<file path="src/rtl/serial_pkg.sv">
// Shared definitions for the serial transmit arbiter.
//   tx_state_e : frame sequencer states
//   DATA_BITS  : payload bits per frame, sent LSB first
//   START_LVL  : line level of the start bit
//   STOP_LVL   : line level of the stop bit, gap and idle line
//   max_u      : larger of two unsigned values (counter sizing)
package serial_pkg;

    typedef enum logic [2:0] {
        StIdle,
        StStart,
        StData,
        StParity,
        StStop,
        StGap
    } tx_state_e;

    localparam int unsigned DATA_BITS = 8;
    localparam logic        START_LVL = 1'b0;
    localparam logic        STOP_LVL  = 1'b1;

    function automatic int unsigned max_u(input int unsigned a, input int unsigned b);
        return (a > b) ? a : b;
    endfunction

endpackage

</file>
<file path="src/rtl/rr_arbiter2.sv">
// Two-way round-robin arbiter.
//   clk     : clock
//   reset   : synchronous active-high reset; pointer then favours requester 0
//   enable  : grants may only be issued while high
//   req     : request bits, index 0 and 1
//   gnt     : one-hot grant (combinational); any nonzero grant is an accept
//   gnt_idx : index of the granted requester (valid when gnt is nonzero)
module rr_arbiter2 (
    input  logic       clk,
    input  logic       reset,
    input  logic       enable,
    input  logic [1:0] req,
    output logic [1:0] gnt,
    output logic       gnt_idx
);

    // Index granted most recently; resets to 1 so requester 0 wins the first tie.
    logic last_q;

    always_comb begin
        gnt = 2'b00;
        if (enable && !reset) begin
            unique case (req)
                2'b01:   gnt = 2'b01;
                2'b10:   gnt = 2'b10;
                2'b11:   gnt = last_q ? 2'b01 : 2'b10;
                default: gnt = 2'b00;
            endcase
        end
    end

    assign gnt_idx = gnt[1];

    always_ff @(posedge clk) begin
        if (reset) begin
            last_q <= 1'b1;
        end else if (gnt != 2'b00) begin
            last_q <= gnt[1];
        end
    end

endmodule

</file>
<file path="src/rtl/serial_tx_arbiter.sv">
// Serial frame transmitter shared by two requesters.
// Frame: start bit, 8 data bits LSB first, optional even-parity bit, stop bit,
// then optional forced idle gap. Each bit lasts BIT_CYCLES clocks.
//   clk        : clock, rising edge
//   reset      : synchronous active-high reset, abandons any frame in flight
//   req_valid  : frame request per requester (index 0 and 1)
//   req_data0  : byte offered by requester 0
//   req_data1  : byte offered by requester 1
//   req_ready  : one-hot accept strobe, only nonzero while idle
//   tx         : registered serial line, idle high
//   busy       : high from the cycle after accept until back in idle
//   gnt_id     : requester owning the current or most recent frame
//   frame_done : pulse on the last clock of the stop bit
module serial_tx_arbiter
    import serial_pkg::*;
#(
    parameter int unsigned BIT_CYCLES = 1,
    parameter int unsigned PARITY_EN  = 0,
    parameter int unsigned GAP_CYCLES = 0
) (
    input  logic       clk,
    input  logic       reset,
    input  logic [1:0] req_valid,
    input  logic [7:0] req_data0,
    input  logic [7:0] req_data1,
    output logic [1:0] req_ready,
    output logic       tx,
    output logic       busy,
    output logic       gnt_id,
    output logic       frame_done
);

    localparam int unsigned CNT_MAX = max_u(BIT_CYCLES, GAP_CYCLES);
    localparam int unsigned CNT_W   = (CNT_MAX > 1) ? $clog2(CNT_MAX) : 1;

    localparam logic [CNT_W-1:0] BIT_LAST = CNT_W'(BIT_CYCLES - 1);
    localparam logic [CNT_W-1:0] GAP_LAST = (GAP_CYCLES == 0) ? '0 : CNT_W'(GAP_CYCLES - 1);
    localparam logic [2:0]       IDX_LAST = 3'(DATA_BITS - 1);

    tx_state_e        state_q, state_d;
    logic [CNT_W-1:0] cnt_q, cnt_d;
    logic [2:0]       bit_q, bit_d;
    logic [7:0]       data_q, data_d;
    logic             gnt_q, gnt_d;
    logic             tx_q, tx_d;

    logic       idle;
    logic [1:0] grant;
    logic       grant_idx;
    logic       accept;
    logic       bit_end;

    assign idle    = (state_q == StIdle);
    assign accept  = (grant != 2'b00);
    assign bit_end = (cnt_q == BIT_LAST);

    rr_arbiter2 u_arb (
        .clk     (clk),
        .reset   (reset),
        .enable  (idle),
        .req     (req_valid),
        .gnt     (grant),
        .gnt_idx (grant_idx)
    );

    always_comb begin
        state_d = state_q;
        cnt_d   = cnt_q;
        bit_d   = bit_q;
        data_d  = data_q;
        gnt_d   = gnt_q;

        case (state_q)
            StIdle: begin
                if (accept) begin
                    state_d = StStart;
                    cnt_d   = '0;
                    bit_d   = '0;
                    data_d  = grant_idx ? req_data1 : req_data0;
                    gnt_d   = grant_idx;
                end
            end
            StStart: begin
                if (bit_end) begin
                    cnt_d   = '0;
                    state_d = StData;
                end else begin
                    cnt_d = cnt_q + CNT_W'(1);
                end
            end
            StData: begin
                if (bit_end) begin
                    cnt_d = '0;
                    if (bit_q == IDX_LAST) begin
                        bit_d   = '0;
                        state_d = (PARITY_EN != 0) ? StParity : StStop;
                    end else begin
                        bit_d = bit_q + 3'd1;
                    end
                end else begin
                    cnt_d = cnt_q + CNT_W'(1);
                end
            end
            StParity: begin
                if (bit_end) begin
                    cnt_d   = '0;
                    state_d = StStop;
                end else begin
                    cnt_d = cnt_q + CNT_W'(1);
                end
            end
            StStop: begin
                if (bit_end) begin
                    cnt_d   = '0;
                    state_d = (GAP_CYCLES != 0) ? StGap : StIdle;
                end else begin
                    cnt_d = cnt_q + CNT_W'(1);
                end
            end
            StGap: begin
                if (cnt_q == GAP_LAST) begin
                    cnt_d   = '0;
                    state_d = StIdle;
                end else begin
                    cnt_d = cnt_q + CNT_W'(1);
                end
            end
            default: begin
                state_d = StIdle;
                cnt_d   = '0;
                bit_d   = '0;
            end
        endcase

        // Line level follows the next state so tx changes on the same edge as the state.
        case (state_d)
            StStart:  tx_d = START_LVL;
            StData:   tx_d = data_q[bit_d];
            StParity: tx_d = ^data_q;
            default:  tx_d = STOP_LVL;
        endcase
    end

    always_ff @(posedge clk) begin
        if (reset) begin
            state_q <= StIdle;
            cnt_q   <= '0;
            bit_q   <= '0;
            data_q  <= '0;
            gnt_q   <= 1'b0;
            tx_q    <= STOP_LVL;
        end else begin
            state_q <= state_d;
            cnt_q   <= cnt_d;
            bit_q   <= bit_d;
            data_q  <= data_d;
            gnt_q   <= gnt_d;
            tx_q    <= tx_d;
        end
    end

    assign req_ready  = grant;
    assign tx         = tx_q;
    assign gnt_id     = gnt_q;
    assign busy       = !reset && !idle;
    assign frame_done = !reset && (state_q == StStop) && bit_end;

endmodule

</file>
<file path="config.mk">
export PLATFORM = sky130hd
export DESIGN_NAME = serial_tx_arbiter
export DESIGN_NICKNAME = d
export VERILOG_FILES = /design/src/rtl/serial_pkg.sv /design/src/rtl/rr_arbiter2.sv /design/src/rtl/serial_tx_arbiter.sv
export SDC_FILE = /design/constraint.sdc
export NUM_CORES = 1
export LEC_CHECK = 0
export BUFFER_PORTS_ARGS = -buffer_cell sky130_fd_sc_hd__buf_2
export CORE_MARGIN = 2
export CORE_UTILIZATION = 54
export CTS_CLUSTER_DIAMETER = 150
export DETAILED_ROUTE_END_ITERATION = 12
export PLACE_DENSITY = 0.82
export SYNTH_ARGS = -nofsm -noshare
export SYNTH_HDL_FRONTEND = slang
export SYNTH_SLANG_ARGS = --single-unit
</file>
<file path="constraint.sdc">
create_clock -name clk -period 2.8 [get_ports clk]
set_clock_uncertainty 0.05 [all_clocks]
set_input_delay 0.56 -clock clk [delete_from_list [all_inputs] [get_ports clk]]
set_output_delay 0.56 -clock clk [all_outputs]
set_load 0.01 [all_outputs]
</file>
==> run metrics, run 1 <==
status=completed; pwr/cell area=497 mW/mm²; area share of the largest cell type after synthesis=35.9%; clock power share=24.0%; Die Wd=45.9 µm; CP required=2.19 ns; core footprint=0.00169 mm²; RSZ-0062 raised after global routing=false; min Tclk post-route=2.14 ns; Tcrit/Tclk final=76.3%; flip-flop and latch area=340 µm²; final setup margin=0.663 ns; area of the die=0.00210 mm²; worst-path fanout max=18; CTS root buffer=clkbuf_4; Yosys cell types=33; FF+latch count, synth=17; Final setup viols=0; max-cap viol count=0; Worst setup SP type=primary input; top cells by area, synth=dfxtp_1 36%, o221ai_1 7.4%, a21oi_1 6.3%, nand2_1 5.9%, mux2i_1 5.3%; pre-CTS WS=0.672 ns; clock transition at the registers of the reported paths=0.09 ns; CP endpoint kind=primary output; initial antenna violation count=0; metal1 wirelength=855 µm; Die Span Y=45.9 µm; max_slew headroom=63.3%; syn_area_per_cell=9.20 µm²; post-DP HPWL=1390 µm; layout net count=149; total track usage=19.3%; Arrival @ worst endpoint=1.53 ns; Met2 Routed Length=890 µm; setup_tns=0 ns; Synth warnings=0; Num CTS Buffers=3; Worst Tran Pin Value=0.550 ns; Sw Pwr=0.160 mW; drt via density=5.73; Syn Nets=125; final global-route overflow total=0; maximum VDD drop=359 µV; clock latency reported for the late side of the worst-skew pair=0.28 ns; crit path kind=primary input to primary output; Top Metal Used=met3; CTS tree=done; Max Freq=468 MHz; diode count=0; Hold-fix buffers, CTS=0; Pins Over Slew Limit=0; fillers=145; leakage power=0.467 nW; Mapped Cells=103; reg2reg path depth=8; IO buf count=25; post-CTS resize count=0; Logic pwr share=22.7%; drc violations=0; multi-input combinational cell area=537 µm²; routed wl met3=77 µm; Vias=820; first-pass GRT wire length=3040 µm; CTS Sinks=17; hold violation total from the final report=0; GPL Wtd Cong=0.755; post-DR wirelength/cell=12.7 µm; total wire length=1820 µm; pin count of the biggest net entering global routing=19; CTS Buffer Depth=2; Seq/Total Area, Yosys=35.9%; Mapped Area=947 µm²; H-tree depth=1; Min-Delay Path Class=flop to flop; Initial Util=56.1%; vias in the first global route=696; worst hold stages=2; Post-DRT Antenna Nets=0; I/O pins=26; dominant cell type by area after synthesis=dfxtp_1; TritonRoute pass-1 iters=4; switching share of power=30.3%; share of total power in sequential cells=53.3%; P_int=0.369 mW; post-CTS setup buffers=0; Initial DRC Count=11; Layout area overhead=12.5%; row count=15; layout cells sized above 1=31.0%
## layout make-up
| type | instances | area share [%] |
|---|---|---|
| sequential | 17 | 31.9 |
| inverter | 2 | 0.704 |
| timing repair buffer | 26 | 12.4 |
| clock inverter | 1 | 0.469 |
| clock buffer | 3 | 2.11 |
| tap | 17 | 2.00 |
| multi-input combinational | 77 | 50.4 |
## sequential cells by signal, summed over array words and instances, names as in the netlist
register	cells
data_q	8
u_arb.last_q	1
tx	1
gnt_id	1
state_q	3
bit_q	3
## cell families (layout without fill, tap and decap cells)
| logic type | count (synthesis) | count (layout) | synth area share (%) |
|---|---|---|---|
| and+or+nand+nor | 39 | 39 | 23.0 |
| AOI/OAI and AO/OA | 31 | 31 | 25.8 |
| DFF | 17 | 17 | 35.9 |
| buffers and inverters | 9 | 32 | 7.40 |
| muxes | 5 | 5 | 5.28 |
| adders and majority gates | 2 | 2 | 2.64 |
## cell usage in the layout (no fill, tap or decap), types with 2 or more instances in the layout
cell type	synthesis	routed
ha_1	2	2
a21oi_1	12	12
nand2_1	15	15
a21oi_4	2	2
nor2_1	9	9
nand3b_1	3	3
o221ai_1	8	8
mux2i_1	5	5
nand3_1	2	2
nor4b_1	2	2
dfxtp_1	17	17
buf_2	1	25
clkbuf_4	0	3
nor3_1	3	3
## synthesized netlist by cell type (all sizes together)
cell type / instances
dfxtp: 17
a21oi: 15
nand2: 15
nor2: 10
o221ai: 8
mux2i: 5
buf: 4
clkbuf: 3
nand3b: 3
nor3: 3
ha: 2
inv: 2
nand3: 2
nor4b: 2
o21ai: 2
a211o: 1
a211oi: 1
a22oi: 1
a41o: 1
and3b: 1
nand2b: 1
nor2b: 1
nor4: 1
o21ba: 1
o2bb2ai: 1
## power groups by stage
stage / clock [mW] / combinational [mW] / sequential [mW]
global placement: 0 / 0.117 / 0.287
finish: 0.127 / 0.120 / 0.282
detailed placement: 0 / 0.119 / 0.288
CTS: 0.131 / 0.120 / 0.282
floorplan: 0 / 0.101 / 0.277
global route: 0.138 / 0.135 / 0.285
## per-layer routing
| layer | up-vias | global-route usage (%) |
|---|---|---|
| li1 | 422 | - |
| met1 | 377 | 26.3 |
| met2 | 21 | 31.9 |
| met3 | 0 | 2.38 |
| met4 | 0 | 5.14 |
| met5 | - | 0 |
## critical path: stages
cell     delay (ns)
buf_2          0.24
nor4_4         0.36
nand3_1        0.17
inv_1          0.07
buf_2          0.12
## path summary, 6_finish.rpt
path	start	to	slack [ns]
setup / recovery	reset	req_ready[0]	0.66
hold / removal	data_q[5]	data_q[5]	0.41
setup reg to reg	bit_q[0]	tx	0.84
hold reg to reg	data_q[5]	data_q[5]	0.41
## per-stage QoR
stage	instances	utilization, %	hold slack (ns)	cell area [µm²]	power, mW
after floorplan	103	-	0.381	947	0.377
after global placement	139	61.5	0.389	1040	0.404
after detailed placement	139	61.5	0.396	1040	0.407
after CTS	143	63.1	0.409	1070	0.534
after global routing	143	63.1	0.426	1070	0.558
final	143	63.1	0.407	1070	0.529
Power figures use the tool's default switching activity.
==> run 2, diff against run 1 <==
CORE_UTILIZATION = 45   (was 54)
PLACE_DENSITY = 0.73   (was 0.82)
clock period = 1.8 ns   (was 2.8 ns; I/O delays follow)
==> run metrics, run 2 (synthesized netlist as in run 1, its figures left out) <==
leakage power=0.559 nW (+20%); CTS Sinks=17 (unchanged); beginning of the critical path=state_q[1]; H-tree depth=1 (unchanged); area of the die=0.00249 mm² (+18%); clock latency reported for the late side of the worst-skew pair=0.29 ns (about the same); final setup margin=0.0472 ns (-0.616 ns); row count=16 (+1); Max Freq=571 MHz; CP most frequent cell=buf_6; Pins Over Slew Limit=0 (unchanged); min Tclk post-route=1.75 ns; chain of cells forming the critical path=buf_6, nor4_4, nand3_2, inv_2, buf_6; max_slew headroom=82.2% (+19 points); layout cells sized above 1=48.3% (+17 points); Die Wd=49.9 µm (+8.7%); Biggest register=data_q; TritonRoute pass-1 iters=4 (unchanged); total wire length=2280 µm (+25%); CTS tree=done; Min-Delay Path Class=primary input to flop; HP Start=req_data0[0]; Vias=916 (+12%); IO buf count=25 (unchanged); layout net count=166 (+11%); CTS Buffer Depth=2 (unchanged); Die Span Y=49.9 µm (+8.7%); worst stage delay on the critical path=0.37 ns (about the same); I/O pins=26 (unchanged); post-DR wirelength/cell=13.4 µm (+5.2%); Power Total=0.908 mW (+71%); vias in the first global route=810 (+16%); initial antenna violation count=0 (unchanged); max reg flops=8 (unchanged); commonest non-fill, non-tap cells in the layout=24 x buf_2, 17 x buf_4, 15 x nand2_1; Largest regs=data_q x8, bit_q x3, state_q x3; Final setup viols=0 (unchanged); first-pass GRT wire length=3550 µm (+17%); most common cell after layout, fill and taps aside=buf_2; RR Startpoint=state_q[0]; Layout area overhead=37.0%; crit path kind=flop to primary output; Initial DRC Count=12 (+1); Worst Tran Pin Value=0.267 ns (-0.284 ns); RSZ-0062 raised after global routing=true; Tcrit/Tclk final=97.4%; Worst setup SP type=flop; pre-CTS WS=-0.0562 ns (-0.729 ns); CP endpoint kind=primary output; drt via density=5.39 (-6.0%); Num CTS Buffers=3 (unchanged); maximum VDD drop=587 µV (+64%); worst-path fanout max=6 (-12); pin count of the biggest net entering global routing=14 (-5); status=completed; total track usage=18.3% (-1.1 points); core footprint=0.00198 mm² (+17%); Arrival @ worst endpoint=1.34 ns (-0.19 ns); Hold-fix buffers, CTS=0 (unchanged); CTS root buffer=clkbuf_4; GPL Wtd Cong=0.800 (+6.0%); clock transition at the registers of the reported paths=0.10 ns (about the same); post-DP HPWL=1600 µm (+15%); max-cap viol count=0 (unchanged); Post-DRT Antenna Nets=0 (unchanged); Initial Util=47.8% (-8.3 points); diode count=0 (unchanged); hold violation total from the final report=0 (unchanged); CP required=1.39 ns (-0.80 ns); final global-route overflow total=0 (unchanged); r2r setup slk=0.10 ns (-0.74 ns); drc violations=0 (unchanged); pwr/cell area=700 mW/mm² (+41%); crit path max-delay cell type=dfxtp_4
==> run 2: changes by cell type in the layout (fill, tap and decap cells not counted), sizes merged <==
cell  before  now
buf       26   43
==> run 2: stage by stage <==
stage	util, %	setup TNS (ns)	hold WS, ns	area, µm²	cells
final	65.5	0	0.356	1300	170
after global routing	65.5	-0.00711	0.353	1300	170
after CTS	59.8	0	0.349	1190	164
after detailed placement	56.8	-0.0562	0.397	1130	159
after global placement	56.8	0	0.389	1130	159
after floorplan	-	0	0.381	947	103
==> run 2: final timing paths <==
path             endpoint  cells after the start
max reg2reg            tx                      6
min reg2reg     data_q[1]                      2
max          req_ready[0]                      5
min             data_q[0]                      3
==> run 2: critical path, delay by kind of cell (launching register included) <==
kind                   cells  cell delay (ns)
buffers and inverters      3             0.29
DFF                        1             0.37
and+or+nand+nor            2             0.39
==> run 2: cell type report <==
cell class | count | area, µm²
fillers | 169 | 684
multi-input cells | 77 | 607
flip-flops and latches | 17 | 352
repair buffers | 43 | 270
well taps | 27 | 33.8
clock buffers | 3 | 22.5
inverters | 2 | 7.51
clock inverters | 1 | 5.00
==> run 2: where the power goes <==
group | total [mW] | switching, mW | internal, mW
logic | 0.280 | 0.141 | 0.139
clock network | 0.203 | 0.121 | 0.0825
registers | 0.424 | 0.0189 | 0.406
==> run 2: timing repair <==
action                     in CTS  in global routing
setup buffers                   1                  6
setup endpoints to repair       3                  4
pin swaps                       4                 11
resized for setup               7                 14
==> run 2: metal layers <==
metal	GRT usage [%]	up-vias	part of all wire (%)	routed length, µm
met2	30.9	17	52	1180
met4	7.41	0	0.61	14
li1	-	463	-	-
met3	1.82	2	2.6	59
met5	0	-	0	0
met1	23.7	434	45	1020
